===== config.mk =====
export PLATFORM = sky130hd
export DESIGN_NAME = serial_subtractor
export DESIGN_NICKNAME = d
export VERILOG_FILES = /design/src/rtl/calc_pkg.sv /design/src/rtl/full_subtractor.sv /design/src/rtl/serial_subtractor.sv
export SDC_FILE = /design/constraint.sdc
export NUM_CORES = 1
export LEC_CHECK = 0
export CAP_MARGIN = 25
export CORE_UTILIZATION = 40
export DETAILED_ROUTE_END_ITERATION = 8
export HOLD_SLACK_MARGIN = 0.05
export SLEW_MARGIN = 10
export SYNTH_ARGS = -nofsm -noshare
export SYNTH_HDL_FRONTEND = slang
export SYNTH_SLANG_ARGS = --single-unit

===== constraint.sdc =====
create_clock -name clk -period 3.6 [get_ports clk]
set_clock_uncertainty 0.2 [all_clocks]
set_input_delay 0.72 -clock clk [delete_from_list [all_inputs] [get_ports clk]]
set_output_delay 0.72 -clock clk [all_outputs]
set_load 0.01 [all_outputs]

===== src/rtl/calc_pkg.sv =====
// Shared types and constants for the calculator datapath blocks.
package calc_pkg;

  typedef enum logic [1:0] {
    IDLE  = 2'd0,
    SHIFT = 2'd1,
    DONE  = 2'd2
  } sub_state_t;

  localparam int CALC_WIDTH_DEFAULT = 8;

endpackage


===== src/rtl/full_subtractor.sv =====
// Combinational 1-bit full-subtractor cell: d = x - y - bin, bout is the borrow out.
module full_subtractor (
  input  logic x,
  input  logic y,
  input  logic bin,
  output logic d,
  output logic bout
);

  assign d    = x ^ y ^ bin;
  assign bout = (~x & y) | (~(x ^ y) & bin);

endmodule


===== src/rtl/serial_subtractor.sv =====
// Bit-serial two's-complement subtractor, diff = a - b, LSB first through one cell.
// Optional SERIAL_SUB_OVERFLOW_EN adds a registered signed-overflow output.
//
// state | meaning
// IDLE  | waiting for start; operands captured when start is accepted
// SHIFT | one bit per cycle through the cell, WIDTH cycles
// DONE  | one-cycle done pulse; diff/borrow_out hold the new result
module serial_subtractor
  import calc_pkg::*;
#(
  parameter int WIDTH = CALC_WIDTH_DEFAULT
) (
  input  logic             clk,
  input  logic             rst,
  input  logic             start,
  input  logic [WIDTH-1:0] a,
  input  logic [WIDTH-1:0] b,
  output logic             busy,
  output logic             done,
  output logic [WIDTH-1:0] diff,
  output logic             borrow_out
`ifdef SERIAL_SUB_OVERFLOW_EN
  ,
  output logic             overflow
`endif
);

  localparam int CW = $clog2(WIDTH + 1);

  sub_state_t       state;
  logic [WIDTH-1:0] a_sr;
  logic [WIDTH-1:0] b_sr;
  logic [WIDTH-1:0] res_sr;
  logic [WIDTH-1:0] res_next;
  logic             borrow;
  logic [CW-1:0]    cnt;
  logic             cell_d;
  logic             cell_bout;
`ifdef SERIAL_SUB_OVERFLOW_EN
  logic             a_msb;
  logic             b_msb;
`endif

  full_subtractor u_cell (
    .x   (a_sr[0]),
    .y   (b_sr[0]),
    .bin (borrow),
    .d   (cell_d),
    .bout(cell_bout)
  );

  assign res_next = {cell_d, res_sr[WIDTH-1:1]};
  assign busy     = (state == SHIFT);
  assign done     = (state == DONE);

  always_ff @(posedge clk or posedge rst) begin
    if (rst) begin
      state      <= IDLE;
      a_sr       <= '0;
      b_sr       <= '0;
      res_sr     <= '0;
      borrow     <= 1'b0;
      cnt        <= '0;
      diff       <= '0;
      borrow_out <= 1'b0;
`ifdef SERIAL_SUB_OVERFLOW_EN
      a_msb      <= 1'b0;
      b_msb      <= 1'b0;
      overflow   <= 1'b0;
`endif
    end else begin
      case (state)
        IDLE: begin
          if (start) begin
            a_sr   <= a;
            b_sr   <= b;
            res_sr <= '0;
            borrow <= 1'b0;
            cnt    <= '0;
            state  <= SHIFT;
`ifdef SERIAL_SUB_OVERFLOW_EN
            a_msb  <= a[WIDTH-1];
            b_msb  <= b[WIDTH-1];
`endif
          end
        end
        SHIFT: begin
          a_sr   <= a_sr >> 1;
          b_sr   <= b_sr >> 1;
          res_sr <= res_next;
          borrow <= cell_bout;
          cnt    <= cnt + CW'(1);
          // Final bit: publish the whole word at once so partial results never show.
          if (cnt == CW'(WIDTH - 1)) begin
            diff       <= res_next;
            borrow_out <= cell_bout;
            state      <= DONE;
`ifdef SERIAL_SUB_OVERFLOW_EN
            overflow   <= (a_msb != b_msb) && (cell_d != a_msb);
`endif
          end
        end
        DONE:    state <= IDLE;
        default: state <= IDLE;
      endcase
    end
  end

endmodule


-- Yosys cells after proc, flatten, opt, wreduce, memory -nomap -nowiden
Cells that the tools add are included.
- output and inout port bits: 11
- flip-flop bits (word level): 40
- logic and storage cells: 39
- mux-type cells: 13
- add/sub/neg operators: 1
- reductions and logical operators: 5
- equality and inequality tests: 5
- bitwise operators: 7
- operators with widths (cell ; number):
    $pmux 8 s2 ; 3
    $mux 8 ; 3
    $pmux 4 s2 ; 1
    $reduce_and 2->1 ; 3
    $add 4x1->4 const B ; 1
    $eq 4x3->1 const B ; 1
    $mux 2 ; 2
    $mux 4 ; 1
    $pmux 2 s2 ; 1
    $and 1x1->1 ; 2
    $eq 2x1->1 const B ; 1
    $eq 2x2->1 const B ; 1
    $logic_not 2->1 ; 1
    $ne 2x1->1 const B ; 1
    $ne 2x2->1 const B ; 1
    $not 1->1 ; 2
    $pmux 1 s2 ; 1
    $reduce_bool 2->1 ; 1
    $xor 1x1->1 ; 2
    $mux 1 ; 1
    $or 1x1->1 ; 1

-- Longest topological paths before layout
- depth in word-level cells: 5
- mapped depth: 5
- mapped depth without buffers: 4

-- Cells and area by module
From an unflattened synthesis, not the netlist that was laid out.
- cell total of the unflattened synthesis: 155
- area total of the unflattened synthesis: 1732.9 um^2
- modules (own cells, without submodules) (module ; cells each ; area an instance (um^2) ; instances):
    serial_subtractor ; 151 ; 1701.6 ; 1
    full_subtractor ; 4 ; 31.3 ; 1

-- Worst setup path after synthesis
No wires, ideal clock.
- path type: register to output
- start point: register state[0]
- end point: output port done
- cell stages (with the launch flop): 4
- slack: 1743 ps
- arrival time: 937 ps
- path through: dfrtp_1 -> buf_1 -> buf_2 -> nor2b_1
- cells in the longest elaborated chain, start to end: 1
- ends and longest elaborated chain (element ; line ; RTL):
    from (decl) ; serial_subtractor.sv:30 ; sub_state_t state;
    from (signal assigned) ; serial_subtractor.sv:58 ; state <= IDLE;
    from (signal assigned) ; serial_subtractor.sv:80 ; state <= SHIFT;
    from (signal assigned) ; serial_subtractor.sv:97 ; state <= DONE;
    $eq 2x2->1 ; serial_subtractor.sv:54 ; assign done = (state == DONE);
    to (decl) ; serial_subtractor.sv:19 ; output logic done,
Every way passes these cells.

-- Worst setup path in the final report
- start point: register state[0]
- end point: output port busy
- cells in the longest elaborated chain, start to end: 1
- ends and longest elaborated chain (element ; line ; RTL):
    $eq 2x1->1 ; serial_subtractor.sv:53 ; assign busy = (state == SHIFT);
    to (decl) ; serial_subtractor.sv:18 ; output logic busy,
Every way passes these cells.

==> results.yml <==
setup_path:
  crit_buf_inv: 2
  critPathLaunchType: "flip-flop"
  path_max_fanout: 22
  max_stage_delay_ps: 770
  cp_slowest_cell: "dfrtp_1"
  critPathTopFamily: "buffers and inverters"
  critPathArrivalTime_ps: 2150
  end_kind: "primary output"
  criticalPathCategory: "flip-flop to primary output"
  critical_path_required_ps: 2680
  worstPathCellList: "nand2b_4, inv_1, clkdlybuf4s50_1"
drt:
  vias_per_cell: 5.254
  postRouteWirelength_um: 3338
  drc: 0
  wl_per_cell_um: 14.39
  ant_nets: 0
  drtPass1Iterations: 4
  via_count: 1219
  drt-initial-drc-count: 73
synthesis:
  synth_top_cell_by_area: "dfrtp_1"
  yosysMostFrequentCell: "dfrtp_1"
  dominantRegCellSynth: "dfrtp_1"
  synth_area_leaders: "dfrtp_1 (57%), mux2_2 (5.3%), o21ai_0 (5.0%), a22o_1 (4.1%), a31oi_1 (3.3%)"
  synth_area_um2: 1699
  synth_warnings: 0
  synthXorXnorAreaFrac_pct: 0
  synthTopCellsByCount: "dfrtp_1 (39), o21ai_0 (17), nand2_1 (15), a31oi_1 (9)"
  ys_seq_area_share_pct: 57.44
  yosysUniqueCellTypes: 28
  syn_nets: 172
  avgSynthCellArea_um2: 11.25
  synthSimpleGateAreaFrac_pct: 11.49
  synth_top_family_by_area: "compound AO/OA/AOI/OAI gates"
  muxShareOfSynthArea_pct: 6.480
  synth_enable_flop_cells: 0
  synth.top_cell.area_share_pct: 57.44
  syn_inst: 151
  synth_seq_cells: 39
  async_flop_share_pct: 100.0
  synth_compound_gate_area_share_pct: 19.00
  synthAdderAreaFrac_pct: 1.915
sta:
  slew_viol_final: 0
  max_freq_mhz: 325.4
  worst_pin_slew_ps: 657.4
  rsz0062_at_grt: "no"
  final_hold_viol_count: 0
  setup_tns_ps: 0
  setup_viol: 0
  min_period_over_period_pct: 85.36
  layout_min_cycle_time_ps: 3073
  slew_headroom_pct: 56.17
cts:
  clkTransAtPathRegs_ps: 80
  root_buffer: "clkbuf_8"
  clock-sinks: 39
  cts_resized: 0
  postCtsSetupRepairBufs: 0
  numCtsBuffers: 5
  postCtsHoldBufs: 0
  htreeDepth: 2
  clk_latency_ps: 290
  max-clock-path-buffers: 2
  cts_tree: "built"
die:
  die_w_um: 67.18
  core_area_um2: 4029
  initial_utilization_pct: 42.17
  die_h_um: 67.18
  die-area_um2: 4512
  rows: 23
  io_pins: 30
run_status:
  status: "complete, no violations"
flow_run:
  max_cap_viol_count: 0
cells_and_area:
  layout-drive-gt1-share_pct: 11.54
  regArea_um2: 975.9
  multi_input_area_um2: 660.6
  fillCellCount: 356
  area_growth_syn_to_layout_pct: 26.14
  fin_cells: 232
  nNetsFinal: 202
  diodes: 0
power_and_ir_drop:
  vdd_drop_max_mv: 0.4918
  power_density_nw_per_um2: 820.7
  p_leak_nw: 0.9254
grt:
  grt_pass1_vias: 1173
  grt_use_total_pct: 17.32
  grt_max_degree: 26
  grt_pass1_wl_um: 5589
  antenna_found_initial: 0
  grt_remaining_overflow: 0
placement:
  dp_hpwl_um: 2282
  gp_congestion: 0.7497
  dpl.cell_count: 224
  portBuffers: 29
worst_hold_path:
  hold_path_class: "flip-flop to flip-flop"
[worst min-delay path, stage by stage, from the launching register on]
cell	delay (ps)
dfrtp_1	340
nand2_1	40
o21ai_0	60
[per-layer routing]
metal | up-vias | part of all wire [%] | routed length, µm | GRT usage (%)
met1 | 594 | 49 | 1630 | 23.66
met3 | 5 | 3.3 | 109 | 4.054
li1 | 592 | - | - | -
met4 | 0 | 1.6 | 55 | 9.840
met2 | 28 | 46 | 1543 | 25.12
met5 | - | 0 | 0 | 0
[cells by family after synthesis]
kind of cell    count (synthesis)
mux                            10
compound gates                 50
fa+ha+maj                       2
flops                          39
buf+inv                        15
simple gates                   35
[flip-flops by register name (all words and copies together) (netlist names)]
register    flops
a_sr            8
b_sr            8
borrow          1
borrow_out      1
cnt             4
diff            8
res_sr          7
state           2
[layout make-up]
class / instances / area share (%)
well taps: 50 / 2.919
flip-flops and latches: 39 / 45.53
inverters: 7 / 1.226
clock buffers: 5 / 3.211
multi-input cells: 97 / 30.82
repair buffers: 31 / 14.24
clock inverters: 3 / 2.043
[final timing paths]
check	start	to	slack (ps)	cells past startpoint
max reg2reg	state[0]	diff[4]	1510	3
max in group asynchronous	rst	a_sr[0]	1910	3
max	state[0]	busy	530	3
min	b_sr[5]	b_sr[5]	280	2
min in group asynchronous	rst	a_sr[7]	570	2
min reg2reg	b_sr[5]	b_sr[5]	280	2
[per-stage QoR]
stage	hold slack (ps)	setup slack [ps]	power, W	area, µm²	utilization [%]
finish	275.2	527.2	0.001759	2143	53.20
global route	316.9	354.2	0.001896	2143	53.20
CTS	282.8	513.7	0.001778	2143	53.20
detailed placement	265.8	832.1	0.001413	2031	50.40
global placement	260.2	880.9	0.001393	2031	50.40
floorplan	241.8	1744	0.001175	1699	-
[layout by cell type (no fill, tap or decap), drive strengths merged, types with 2 or more instances in the layout]
master	synthesis	routed
dfrtp	39	39
clkdlybuf4s50	0	29
o21ai	17	17
nand2	15	15
a31oi	9	9
and2	8	8
a22o	8	8
mux2	8	8
a22oi	6	6
inv	6	6
nor2b	6	6
a21oi	5	5
clkbuf	2	5
clkinv	1	3
nor2	2	2
mux2i	2	2
buf	6	2
[power breakdown]
group	internal, W	switching [W]	total [W]
registers	0.000621	0.000156	0.000777
clock network	0.000206	0.000157	0.000364
logic	0.000331	0.000287	0.000618
No activity file was read; power rests on OpenSTA's default activity.
